[config.mk]
export PLATFORM = sky130hd
export DESIGN_NAME = multi_byte_add_sequencer_flat
export DESIGN_NICKNAME = d
export VERILOG_FILES = /design/src/rtl/multi_byte_add_sequencer_if.sv /design/src/rtl/multi_byte_add_sequencer.sv /design/src/flat_wrapper.sv
export SDC_FILE = /design/constraint.sdc
export NUM_CORES = 1
export LEC_CHECK = 0
export ABC_AREA = 1
export CAP_MARGIN = 20
export CORE_MARGIN = 4
export CORE_UTILIZATION = 42
export DETAILED_ROUTE_END_ITERATION = 7
export PLACE_DENSITY = 0.74
export SLEW_MARGIN = 20
export SYNTH_ARGS = -nofsm -noshare
export SYNTH_HDL_FRONTEND = slang
export SYNTH_SLANG_ARGS = --single-unit
[constraint.sdc]
create_clock -name clk -period 1.9 [get_ports clk]
set_input_delay 0.57 -clock clk [delete_from_list [all_inputs] [get_ports clk]]
set_output_delay 0.57 -clock clk [all_outputs]
set_load 0.03 [all_outputs]
[src/rtl/multi_byte_add_sequencer_if.sv]
// Operand/result handshake bundle for multi_byte_add_sequencer; in_sub exists only with ADDSEQ_SUB_EN.
// slave = sequencer view, master = producer/consumer view.
interface multi_byte_add_sequencer_if #(
  parameter int NBYTES = 4
);
  localparam int W = 8 * NBYTES;

  logic         in_valid;
  logic         in_ready;
  logic [W-1:0] in_a;
  logic [W-1:0] in_b;
  logic         in_cin;
`ifdef ADDSEQ_SUB_EN
  logic         in_sub;
`endif
  logic         res_valid;
  logic         res_ready;
  logic [W-1:0] res_sum;
  logic         res_cout;
  logic         res_ovf;

  modport slave (
`ifdef ADDSEQ_SUB_EN
    input  in_sub,
`endif
    input  in_valid, in_a, in_b, in_cin, res_ready,
    output in_ready, res_valid, res_sum, res_cout, res_ovf
  );

  modport master (
`ifdef ADDSEQ_SUB_EN
    output in_sub,
`endif
    output in_valid, in_a, in_b, in_cin, res_ready,
    input  in_ready, res_valid, res_sum, res_cout, res_ovf
  );
endinterface

[src/rtl/multi_byte_add_sequencer.sv]
// Streams a wide add through an external 8-bit adder, LSB first, carry registered between bytes.
// Optional subtract mode under ADDSEQ_SUB_EN; result is valid NBYTES cycles after acceptance.
module multi_byte_add_sequencer #(
  parameter int NBYTES = 4
) (
  input  logic                         clk,
  input  logic                         rst,
  multi_byte_add_sequencer_if.slave    bus,
  output logic [7:0]                   add_a,
  output logic [7:0]                   add_b,
  output logic                         add_cin,
  input  logic [7:0]                   add_sum,
  input  logic                         add_cout
);
  localparam int W  = 8 * NBYTES;
  localparam int IW = (NBYTES > 1) ? $clog2(NBYTES) : 1;

  typedef enum logic [1:0] {IDLE, RUN, DONE} state_e;

  state_e         state_q, state_d;
  logic [IW-1:0]  idx_q, idx_d;
  logic [W-1:0]   a_q, a_d;
  logic [W-1:0]   b_q, b_d;
  logic           carry_q, carry_d;
  logic [W-1:0]   sum_q, sum_d;
  logic           cout_q, cout_d;
  logic           ovf_q, ovf_d;

  logic [W-1:0]   b_eff;
  logic           cin_eff;
  logic [7:0]     byte_a, byte_b;

  // b_q holds the B actually presented to the adder, so overflow uses its MSB directly.
  always_comb begin
`ifdef ADDSEQ_SUB_EN
    b_eff   = bus.in_sub ? ~bus.in_b : bus.in_b;
    cin_eff = bus.in_sub ? 1'b1 : bus.in_cin;
`else
    b_eff   = bus.in_b;
    cin_eff = bus.in_cin;
`endif
  end

  always_ff @(posedge clk) begin
    if (rst) begin
      state_q <= IDLE;
      idx_q   <= '0;
      a_q     <= '0;
      b_q     <= '0;
      carry_q <= 1'b0;
      sum_q   <= '0;
      cout_q  <= 1'b0;
      ovf_q   <= 1'b0;
    end else begin
      state_q <= state_d;
      idx_q   <= idx_d;
      a_q     <= a_d;
      b_q     <= b_d;
      carry_q <= carry_d;
      sum_q   <= sum_d;
      cout_q  <= cout_d;
      ovf_q   <= ovf_d;
    end
  end

  always_comb begin
    state_d = state_q;
    idx_d   = idx_q;
    a_d     = a_q;
    b_d     = b_q;
    carry_d = carry_q;
    sum_d   = sum_q;
    cout_d  = cout_q;
    ovf_d   = ovf_q;
    add_a   = 8'd0;
    add_b   = 8'd0;
    add_cin = 1'b0;
    byte_a  = 8'd0;
    byte_b  = 8'd0;

    for (int i = 0; i < NBYTES; i++) begin
      if (idx_q == IW'(i)) begin
        byte_a = a_q[8*i +: 8];
        byte_b = b_q[8*i +: 8];
      end
    end

    case (state_q)
      IDLE: begin
        if (bus.in_valid) begin
          a_d     = bus.in_a;
          b_d     = b_eff;
          carry_d = cin_eff;
          idx_d   = '0;
          state_d = RUN;
        end
      end
      RUN: begin
        add_a   = byte_a;
        add_b   = byte_b;
        add_cin = carry_q;
        for (int i = 0; i < NBYTES; i++) begin
          if (idx_q == IW'(i)) sum_d[8*i +: 8] = add_sum;
        end
        carry_d = add_cout;
        if (idx_q == IW'(NBYTES - 1)) begin
          cout_d  = add_cout;
          ovf_d   = (a_q[W-1] == b_q[W-1]) && (add_sum[7] != a_q[W-1]);
          idx_d   = '0;
          state_d = DONE;
        end else begin
          idx_d = idx_q + IW'(1);
        end
      end
      DONE: begin
        if (bus.res_ready) state_d = IDLE;
      end
      default: state_d = IDLE;
    endcase
  end

  assign bus.in_ready  = (state_q == IDLE);
  assign bus.res_valid = (state_q == DONE);
  assign bus.res_sum   = sum_q;
  assign bus.res_cout  = cout_q;
  assign bus.res_ovf   = ovf_q;
endmodule

[src/flat_wrapper.sv]
// flat-port wrapper written by rule: the top's interface ports become plain ports
module multi_byte_add_sequencer_flat 
#(
  parameter int NBYTES = 4
)
  (clk, rst, add_a, add_b, add_cin, add_sum, add_cout, bus_in_valid, bus_in_a, bus_in_b, bus_in_cin, bus_res_ready, bus_in_ready, bus_res_valid, bus_res_sum, bus_res_cout, bus_res_ovf);
  multi_byte_add_sequencer_if #(.NBYTES(NBYTES)) bus_i ();
  input  logic clk;
  input  logic rst;
  output logic [7:0] add_a;
  output logic [7:0] add_b;
  output logic add_cin;
  input  logic [7:0] add_sum;
  input  logic add_cout;
  input wire logic [$bits(bus_i.in_valid)-1:0] bus_in_valid;
  input wire logic [$bits(bus_i.in_a)-1:0] bus_in_a;
  input wire logic [$bits(bus_i.in_b)-1:0] bus_in_b;
  input wire logic [$bits(bus_i.in_cin)-1:0] bus_in_cin;
  input wire logic [$bits(bus_i.res_ready)-1:0] bus_res_ready;
  output wire logic [$bits(bus_i.in_ready)-1:0] bus_in_ready;
  output wire logic [$bits(bus_i.res_valid)-1:0] bus_res_valid;
  output wire logic [$bits(bus_i.res_sum)-1:0] bus_res_sum;
  output wire logic [$bits(bus_i.res_cout)-1:0] bus_res_cout;
  output wire logic [$bits(bus_i.res_ovf)-1:0] bus_res_ovf;
  assign bus_i.in_valid = bus_in_valid;
  assign bus_i.in_a = bus_in_a;
  assign bus_i.in_b = bus_in_b;
  assign bus_i.in_cin = bus_in_cin;
  assign bus_i.res_ready = bus_res_ready;
  assign bus_in_ready = bus_i.in_ready;
  assign bus_res_valid = bus_i.res_valid;
  assign bus_res_sum = bus_i.res_sum;
  assign bus_res_cout = bus_i.res_cout;
  assign bus_res_ovf = bus_i.res_ovf;
  multi_byte_add_sequencer #(.NBYTES(NBYTES)) u_core (.clk(clk), .rst(rst), .bus(bus_i), .add_a(add_a), .add_b(add_b), .add_cin(add_cin), .add_sum(add_sum), .add_cout(add_cout));
endmodule
==> impl_metrics.json, run 1 <==
{
  "syn_to_final_growth_pct": 48.6,
  "initial_core_util": 0.435,
  "final_area_mm2": 0.00637,
  "track_usage": 0.218,
  "utilization": 0.646,
  "syn_area_mm2": 0.00429,
  "diodes": 0,
  "met3RoutedLength_um": 1090,
  "hp-start": "u_core.bus.res_cout",
  "port_buffers": 130,
  "ys_seq_elements": 103,
  "avgSynthCellArea_um2": 6.99,
  "rsz0062_at_grt": "yes",
  "grt_remaining_overflow": 0,
  "finalSetupViolations": 16,
  "status": "complete, but fails checks",
  "synth_edf_count": 0,
  "clockBufferDepth": 2,
  "gp_congestion": 0.855,
  "endpoint_kind": "output port",
  "ys_warn_count": 0,
  "hold_viol": 0,
  "die_width_um": 109,
  "p_leak_nw": 2.86,
  "ant_nets": 0,
  "coreArea_mm2": 0.00986,
  "synthMostInstantiatedCell": "nor2_1",
  "dr_wl_met2_um": 6250,
  "grt_pass1_vias": 4292,
  "crit_chain": "buf_4, ha_4, clkinv_4, buf_12, nor2_1, nor2_1, nand2_2, nand2_4, buf_6",
  "ys_seq_area_frac": 0.481,
  "hold_buffers": 0,
  "cts_sinks": 103,
  "first_pass_iters": 5,
  "synth_area_leaders": "dfxtp_1, nor2_1, o21ai_0, nand2_1, a21oi_1",
  "nNetsFinal": 833,
  "die_h_um": 109,
  "h-tree-depth": 3,
  "synthesis.instances": 613,
  "drt-met1-wl_um": 5430,
  "fmax_mhz": 439,
  "finalWorstSetupSlack_ns": -0.376,
  "wl_per_cell_um": 14.6,
  "whs_ns": 0.471,
  "slew_violations": 0,
  "maxCapViolations": 0,
  "place_hpwl_um": 9080,
  "whs_path_depth": 2,
  "slew_headroom": 0.693,
  "drc": 0,
  "drtIter0Drc": 259,
  "grt_start_max_net_pins": 53,
  "critical_path_class": "flip-flop to output port",
  "crit_arrival_ns": 1.71,
  "path_common_cell": "nor2_1",
  "avgViaCountPerCell": 4.98,
  "rows": 36,
  "synth_ff_type": "dfxtp_1",
  "dpl_cell_area_mm2": 0.00586,
  "clk_latency_ns": 0.36,
  "crit_path_start_kind": "flip-flop",
  "clkTransAtPathRegs_ns": 0.10,
  "ir_drop_v": 0.000408,
  "drt_wl_total_um": 13000,
  "drive_gt1_frac": 0.184,
  "dieArea_mm2": 0.0119,
  "reg2reg_from": "u_core.idx_q[1]",
  "root_buffer": "clkbuf_8",
  "p_per_area_mw_per_mm2": 762,
  "synth_fp_nets": 695,
  "worstMarginPinSlew_ns": 0.455,
  "critPathSlowestCell": "dfxtp_4",
  "vias": 4428,
  "grt_pass1_wl_um": 20500,
  "top_layer": "met4",
  "synth_cell_types": 20,
  "synth.top_cells.by_count": "nor2_1, dfxtp_1, nand2_1",
  "violations": "negative setup slack",
  "fin_crit_ns": 2.28,
  "hold_class": "flip-flop to flip-flop",
  "rr_worst_depth": 9,
  "grt_antenna_before_repair": 0,
  "yosysTopAreaCell": "dfxtp_1",
  "clock_skew_ns": 0.00792,
  "cp_max_fo": 16,
  "cts_made_buffers": 9,
  "nFillCells": 851,
  "whs_endpoint": "u_core.bus.res_cout",
  "finalSetupTns_ns": -5.47,
  "synth.top_cell.area_share": 0.481,
  "cts_tree": "yes",
  "min_period_over_period": 1.20,
  "rrSetupSlack_ns": 0.30,
  "crit_required_ns": 1.33,
  "r2r-end": "u_core.bus.res_sum[19]",
  "async_flop_share": 0,
  "crit_path_max_incr_delay_ns": 0.38,
  "io_pins": 131
}
cell type report:
| type | instances | area (um^2) | share of cell area |
|---|---|---|---|
| Sequential cell | 103 | 2070 | 0.325 |
| Timing Repair Buffer | 162 | 1610 | 0.252 |
| Tap cell | 133 | 166 | 0.0261 |
| Inverter | 21 | 100 | 0.0157 |
| Clock inverter | 5 | 63.8 | 0.0100 |
| Clock buffer | 11 | 151 | 0.0238 |
| Multi-Input combinational cell | 454 | 2210 | 0.347 |
kinds of logic (layout without fill, tap and decap cells):
logic type                 after synthesis  in the layout  synth area share
and+or+nand+nor                        328            328             0.302
buffers and inverters                   56            199            0.0625
DFF                                    103            103             0.481
adders and majority gates                4              4            0.0117
AOI/OAI and AO/OA                      122            122             0.142
critical path, delay by kind of cell, from the launching register on:
kind,cells,cell delay (ns)
buffers and inverters,4,0.45
adders and majority gates,1,0.18
and+or+nand+nor,4,0.33
DFF,1,0.38
routing by layer:
layer  vias to the layer above  global-route usage
met4                         0              0.0577
li1                       2226                   -
met3                        24              0.0705
met1                      2029               0.272
met2                       149               0.363
met5                         -                   0
power breakdown:
group	leakage [nW]	switching [mW]	internal [mW]	total, mW
sequential	0.850	0.0919	2.31	2.40
clock	0.107	0.754	0.693	1.45
combinational	1.90	0.561	0.445	1.01
metrics by stage:
step | power (mW) | instances | setup WS [ns]
2_1_floorplan | 2.95 | 613 | -0.00201
3_5_place_dp | 3.37 | 869 | -0.456
6_report | 4.85 | 889 | -0.376
5_1_grt | 5.08 | 889 | -0.460
3_3_place_gp | 3.34 | 869 | -0.361
4_1_cts | 4.84 | 888 | -0.398
worst max-delay path by stage:
stage / cells after the start / endpoint / start / slack (ns)
final: 9 / add_b[0] / u_core.idx_q[1] / -0.38
after global routing: 9 / add_a[7] / u_core.idx_q[1] / -0.46
after CTS: 7 / add_a[7] / u_core.idx_q[0] / -0.40
after detailed placement: 8 / add_b[7] / u_core.idx_q[0] / -0.46
after global placement: 8 / add_b[7] / u_core.idx_q[0] / -0.36
after floorplan: 8 / add_a[7] / u_core.idx_q[0] / -0.002
timing repair:
item | in CTS | in global routing
resized for setup | 97 | 32
buffers inserted | 2 | 1
endpoints found under the setup margin | 52 | 18
pin swaps | 4 | 20
gates cloned | 1 | 0
registers in the layout (all words and copies together) (netlist names):
signal               cells
u_core.idx_q             2
u_core.bus.res_cout      1
u_core.b_q              32
u_core.state_q           2
u_core.carry_q           1
u_core.bus.res_sum      32
u_core.bus.res_ovf       1
u_core.a_q              32
cell usage in the layout, fill, tap and decap left out, types with 11 or more instances in the layout:
| cell type | netlist | final |
|---|---|---|
| nand2_1 | 86 | 62 |
| o21ai_0 | 82 | 80 |
| buf_4 | 7 | 22 |
| clkdlybuf4s50_1 | 0 | 77 |
| a21oi_1 | 30 | 20 |
| dfxtp_1 | 103 | 100 |
| buf_6 | 2 | 23 |
| dlygate4sd2_1 | 0 | 34 |
| nor2_1 | 214 | 205 |
| nand2_2 | 3 | 16 |
| clkbuf_8 | 0 | 11 |
| nand3_1 | 19 | 19 |
Power figures use the tool's default switching activity.
==> run 2, diff against run 1 <==
--- a/config.mk
+++ b/config.mk
@@ -11,6 +11,7 @@
 export CORE_UTILIZATION = 42
 export DETAILED_ROUTE_END_ITERATION = 7
 export PLACE_DENSITY = 0.74
+export SKIP_LAST_GASP = 1
 export SLEW_MARGIN = 20
 export SYNTH_ARGS = -nofsm -noshare
 export SYNTH_HDL_FRONTEND = slang
==> run 2 against run 1 <==
  * The run still ends with negative setup slack left
  * First-iteration DRC count grew 3.9%
  * Via count grew 1.4%
  * Largest power group unchanged
  * Register-to-register slack is essentially flat
  * Critical path type unchanged
  * Combinational power is essentially flat
  * Non-clock buffer count grew 2
==> impl_metrics.json, run 2 (synthesis results as in run 1) <==
{
  "die_width_um": 109,
  "dieArea_mm2": 0.0119,
  "worstMarginPinSlew_ns": 0.506,
  "crit_required_ns": 1.33,
  "clkTransAtPathRegs_ns": 0.10,
  "critPathSlowestCell": "dfxtp_4",
  "grt_pass1_vias": 4295,
  "pre_cts_ws_ns": -0.456,
  "port_buffers": 130,
  "final_cell_mix": "nor2_1, dfxtp_1, o21ai_0, clkdlybuf4s50_1, nand2_1",
  "rsz0062_at_grt": "yes",
  "root_buffer": "clkbuf_8",
  "fmax_mhz": 440,
  "min_period_over_period": 1.20,
  "path_common_cell": "nand2_2",
  "fin_crit_ns": 2.27,
  "p_leak_nw": 2.89,
  "drc": 0,
  "rows": 36,
  "initial_core_util": 0.435,
  "utilization": 0.658,
  "grt_antenna_before_repair": 0,
  "finalWorstSetupSlack_ns": -0.372,
  "grt_remaining_overflow": 0,
  "crit_path_start_kind": "flip-flop",
  "ir_drop_v": 0.000407,
  "drtIter0Drc": 269,
  "critical_path_buf_inv_count": 3,
  "crit_arrival_ns": 1.70,
  "vias": 4490,
  "power_mw": 4.91,
  "layout_commonest_cell": "nor2_1",
  "clockBufferDepth": 2,
  "whs_ns": 0.471,
  "regArea_mm2": 0.00207,
  "drt_wl_total_um": 13300,
  "nFillCells": 825,
  "hold_viol": 0,
  "grt_start_max_net_pins": 53,
  "clk_latency_ns": 0.36,
  "grt_pass1_wl_um": 20500,
  "coreArea_mm2": 0.00986,
  "track_usage": 0.218,
  "avgViaCountPerCell": 5.04,
  "status": "complete, but fails checks",
  "cts_made_buffers": 9,
  "io_pins": 131,
  "die_h_um": 109,
  "diodes": 0,
  "multi_input_area_mm2": 0.00226,
  "cp_top_family": "flip-flops",
  "cts_tree": "yes",
  "syn_to_final_growth_pct": 51.3,
  "violations": "negative setup slack",
  "drive_gt1_frac": 0.199,
  "crit_path_max_incr_delay_ns": 0.39,
  "wl_per_cell_um": 15.0,
  "first_pass_iters": 5,
  "finalSetupTns_ns": -5.54,
  "crit_chain": "ha_4, inv_1, nand2_2, buf_12, nor2_1, nand2_2, nand2_4, buf_6",
  "finalSetupViolations": 16,
  "hold_class": "flip-flop to flip-flop",
  "critical_path_class": "flip-flop to output port",
  "slew_violations": 0,
  "place_hpwl_um": 9080,
  "h-tree-depth": 3,
  "ant_nets": 0,
  "clock_skew_ns": 0.00856,
  "p_per_area_mw_per_mm2": 756,
  "final_area_mm2": 0.00649,
  "slew_headroom": 0.659,
  "cts_sinks": 103,
  "nNetsFinal": 835,
  "gp_congestion": 0.855,
  "maxCapViolations": 0,
  "cp_max_fo": 16,
  "dpl_cell_area_mm2": 0.00586,
  "fin_cells": 891,
  "rrSetupSlack_ns": 0.30,
  "endpoint_kind": "output port",
  "dp.cells": 869
}
[run 2: changes by cell type in the layout (fill, tap and decap cells not counted), moves of 3 or more]
cell	before	now
nor2_2	10	13
nand2_1	62	58
nand2_2	16	20
nand3_1	19	16
nor2_1	205	200
buf_4	22	18
nand3_2	1	4
a21oi_2	10	7
[run 2: routing by layer]
layer  track usage  part of all wire  wire length [um]
met3        0.0705             0.083              1110
met2         0.362              0.48              6450
met5             0                 0                 0
met1         0.272              0.42              5550
met4        0.0577             0.017               230
[run 2: worst register-to-register path, delay by kind of cell, from the launching register on]
family                     cells  cell delay, ns
buffers and inverters          5            0.58
DFF                            1            0.40
and+or+nand+nor                3            0.35
adders and majority gates      1            0.16
[run 2: worst paths after layout]
| path | cells after the start | start | to |
|---|---|---|---|
| hold / removal | 2 | u_core.bus.res_cout | u_core.bus.res_cout |
| hold reg to reg | 2 | u_core.bus.res_cout | u_core.bus.res_cout |
| setup / recovery | 8 | u_core.idx_q[0] | add_b[0] |
| setup reg to reg | 9 | u_core.idx_q[1] | u_core.bus.res_sum[19] |
[run 2: where the power goes]
group	switching [mW]	internal, mW	total (mW)	leakage [nW]
clock network	0.762	0.694	1.46	0.107
logic	0.576	0.469	1.04	1.93
registers	0.0972	2.31	2.41	0.850
total	1.44	3.47	4.91	2.89
[run 2: cell type report]
cell class,instances,share of cell area
multi-input combinational,454,0.348
sequential,103,0.319
timing repair buffer,164,0.258
tap,133,0.0257
clock buffer,11,0.0233
inverter,21,0.0154
clock inverter,5,0.00984
[run 2: timing repair]
action,CTS,global route
gates resized for setup,89,64
cloned,1,1
buffers inserted,2,2
hold buffers,0,0
pin swaps,2,41
setup endpoints to repair,52,18
==> edit 1, RTL diff (settings of run 1) <==
The 3 states of `state_e` get a one-hot encoding in 3 bits.
--- a/src/rtl/multi_byte_add_sequencer.sv
+++ b/src/rtl/multi_byte_add_sequencer.sv
@@ -17,3 +17,3 @@
 
-  typedef enum logic [1:0] {IDLE, RUN, DONE} state_e;
+  typedef enum logic [2:0] {IDLE = 3'b001, RUN = 3'b010, DONE = 3'b100} state_e;
 
Behaviour: no difference found for any inputs over 10 cycles, from zero or initial values and one cycle with rst high; not proved beyond that.
==> edit 1 against run 1 <==
- the flow still finishes with violations (negative setup slack)
- power decreased by 3.6%
- maximum frequency is 0.58% higher
- sequential cell count increased by 1
- worst setup slack better by 0.013 ns
- area after synthesis barely moved
- sequential share of layout area barely moved
- design area is 1.1% higher
- clock power grew 4%
- routed wire length fell by 0.13%
==> edit 1: results (changes against run 1) <==
| Metric | Value |
|---|---|
| Final setup viols | 17 (+1) |
| Worst Hold End | u_core.a_q[18] |
| DP Worst Slack | -0.241 ns (+0.215 ns) |
| Failing checks | negative setup slack |
| Status | finished with violations |
| Multi-input gates | 400 (-12%) |
| Final setup margin | -0.363 ns (+0.0131 ns) |
| Unique masters post-synth | 19 (-5.0%) |
| Clock-cell share of area | 3.40% (+0.021 points) |
| Post-CTS setup buffer count | 1 (-1) |
| Multi-input gate area | 2140 sq um (-3.2%) |
| First-pass GRT wire length | 20.6 mm (+0.67%) |
| FF/Latch Area | 2090 sq um (+0.97%) |
| Drt initial violations | 158 (-39%) |
| Setup_tns | -5.57 ns (-0.0972 ns) |
| Seq/Total Area, Yosys | 48.6% (+0.48 points) |
| CP Capture Point | add_a[1] |
| Rel. slew slack | 72.3% (+3.0 points) |
| Met3 Usage GRT | 3.85% (-3.2 points) |
| Filler cell count | 825 (-3.1%) |
| Detail Placement HPWL | 9.49 mm (+4.5%) |
| Worst Skew | 0.00709 ns (-0.000836 ns) |
| Largest net degree at the start of global routing | 70 (+32%) |
| Vias | 4461 (+0.75%) |
| Number of global-route vias before repair | 4352 (+1.4%) |
| Maximum vdd drop | 451 uV (+11%) |
| R2R Path Start | u_core.state_q[1] |
| Placement Cell Area | 5900 sq um (+0.62%) |
| Design area | 6440 sq um (+1.1%) |
| CP peak stage delay | 0.35 ns (-0.03 ns) |
| All-Layer GR Usage | 22.0% (+0.17 points) |
| Resized cells post-CTS | 95 (-2.1%) |
| Met2 Resource Use GR | 39.0% (+2.8 points) |
| Vias per cell | 5.18 (+4.0%) |
| Capture point of the worst reg-to-reg path | u_core.bus.res_ovf |
| Met1 Track Usage GR | 26.5% (-0.65 points) |
| Non-clock inverter total of the final layout | 46 (+120%) |
| CP arrival | 1.69 ns (-0.02 ns) |
| Share of cells above drive strength 1 | 19.1% (+0.71 points) |
| Met3 routed WL | 831 um (-24%) |
| Final #Nets | 805 (-3.4%) |
| CP delay by family, top | flip-flops |
| Min-delay src | u_core.a_q[18] |
| Synth Net Count | 672 (-3.3%) |
| Switching Share | 27.0% (-2.0 points) |
| Router iterations before antenna repair | 4 (-1) |
| Leak pwr | 2.59 nW (-9.3%) |
| Routability cong. | 0.859 (+0.54%) |
| WL met2 | 6.64 mm (+6.1%) |
| Clock buffer cells | 10 (-1) |
| Mean routed wirelength per cell | 15.1 um (+3.1%) |
| Crit-path max FO | 7 (-9) |
[edit 1: changes by cell type in the layout (fill, tap and decap cells not counted), sizes merged, moves of 10 or more]
cell	run 1	this run
o21ai	92	82
inv	20	47
nand3	20	70
a21oi	30	85
nor2	219	77
nand2	89	79
[edit 1: logic make-up after synthesis]
kind of cell | Yosys count | share of synthesized area (%)
DFF | 104 | 48.6
buffers and inverters | 86 | 7.83
and+or+nand+nor | 229 | 22.9
AOI/OAI and AO/OA | 167 | 19.5
adders and majority gates | 4 | 1.17
[edit 1: power by group through the flow]
stage | registers (mW) | clock network [mW] | logic [mW]
floorplan | 2.43 | 0 | 0.405
global placement | 2.43 | 0 | 0.717
detailed placement | 2.44 | 0 | 0.734
CTS | 2.39 | 1.51 | 0.756
global route | 2.40 | 1.62 | 0.866
finish | 2.39 | 1.51 | 0.780
==> edit 2, RTL diff (flow settings as in run 1) <==
Made on the original files. `NBYTES` is set to 4 in 3 places; all go to 2.
--- a/src/rtl/multi_byte_add_sequencer_if.sv
+++ b/src/rtl/multi_byte_add_sequencer_if.sv
@@ -3,3 +3,3 @@
 interface multi_byte_add_sequencer_if #(
-  parameter int NBYTES = 4
+  parameter int NBYTES = 2
 );
--- a/src/rtl/multi_byte_add_sequencer.sv
+++ b/src/rtl/multi_byte_add_sequencer.sv
@@ -3,3 +3,3 @@
 module multi_byte_add_sequencer #(
-  parameter int NBYTES = 4
+  parameter int NBYTES = 2
 ) (
--- a/src/flat_wrapper.sv
+++ b/src/flat_wrapper.sv
@@ -3,3 +3,3 @@
 #(
-  parameter int NBYTES = 4
+  parameter int NBYTES = 2
 )
Ports: changed (resized bus_in_a, bus_in_b and bus_res_sum); port bits go from 131 to 83. No check against the original RTL was run, so the function may have changed too.
==> edit 2 against run 1 <==
- the flow still finishes with violations (negative setup slack)
- area after synthesis decreased by 50%
- synthesized cell count is 51% lower
- first-iteration DRC count down 54%
- cell count decreased by 47%
- largest cell class is now buffers
- power decreased by 45%
- design area shrank 44%
- worst setup slack gained 0.29 ns
- sequential cell count shrank 49
- critical path depth is 1 lower
- utilization is 9.8 points higher
- routed wire length fell by 48%
- clock skew fell by 0.0055 ns
- largest power group unchanged
- critical path type unchanged
==> edit 2: results (changes against run 1) <==
| Metric | Value |
|---|---|
| Status | finished with violations |
| Failing checks | negative setup slack |
| Router iterations before antenna repair | 4 (-1) |
| Leading post-synthesis cells by cell area | dfxtp_1, nor2_1, nand2_1 |
| Capture point of the worst reg-to-reg path | u_core.bus.res_sum[9] |
| Final setup viols | 16 (unchanged) |
| Leak pwr | 1.76 nW (-38%) |
| Maximum vdd drop | 444 uV (+8.9%) |
| Gate Count Post-Synth | 299 (-51%) |
| Synth Net Count | 345 (-50%) |
| Final setup margin | -0.0904 ns (+0.285 ns) |
| # port buffers | 82 (-37%) |
| Vias | 2252 (-49%) |
| Unique masters post-synth | 18 (-10%) |
| Drt initial violations | 119 (-54%) |
| Number of cells on the critical path | 8 (-1) |
| Seq/Total Area, Yosys | 50.9% (+2.8 points) |
| Worst Skew | 0.00244 ns (-0.00549 ns) |
| Detail Placement HPWL | 4.10 mm (-55%) |
| Reg2Reg Depth | 10 (+1) |
| Synth Area in Compound Gates | 13.2% (-1.1 points) |
| Post-route insts no fill | 469 (-47%) |
| Slowest-stage cell, CP | dfxtp_2 |
| All-Layer GR Usage | 21.1% (-0.65 points) |
| Met1 Track Usage GR | 24.5% (-2.6 points) |
| Final #Nets | 447 (-46%) |
| Placed insts | 443 (-49%) |
==> edit 2: changes by cell type after synthesis, sizes merged, moves of 12 or more <==
cell	before	now
nor2	219	86
dfxtp	103	54
o21ai	92	43
nand2	89	69
a21oi	30	13
nand3	20	5
buf	20	8
==> edit 2: final cells by class <==
class	count	area share (%)
Clock inverter	1	0.838
Clock buffer	7	2.13
Inverter	12	1.47
Timing Repair Buffer	111	32.4
Tap cell	67	2.34
Multi-Input combinational cell	217	30.5
Sequential cell	54	30.3
==> edit 2: metrics by stage <==
| stage | power (mW) | worst slack (ns) |
|---|---|---|
| after floorplan | 1.58 | 0.151 |
| after global placement | 1.83 | 0.103 |
| after detailed placement | 1.84 | 0.0472 |
| after CTS | 2.70 | -0.164 |
| after global routing | 2.82 | -0.136 |
| final | 2.69 | -0.0904 |
==> edit 2: cell families after synthesis <==
kind of cell,Yosys count
AND/OR/NAND/NOR,161
flip-flops,54
buffers and inverters,28
AO/OA/AOI/OAI,56
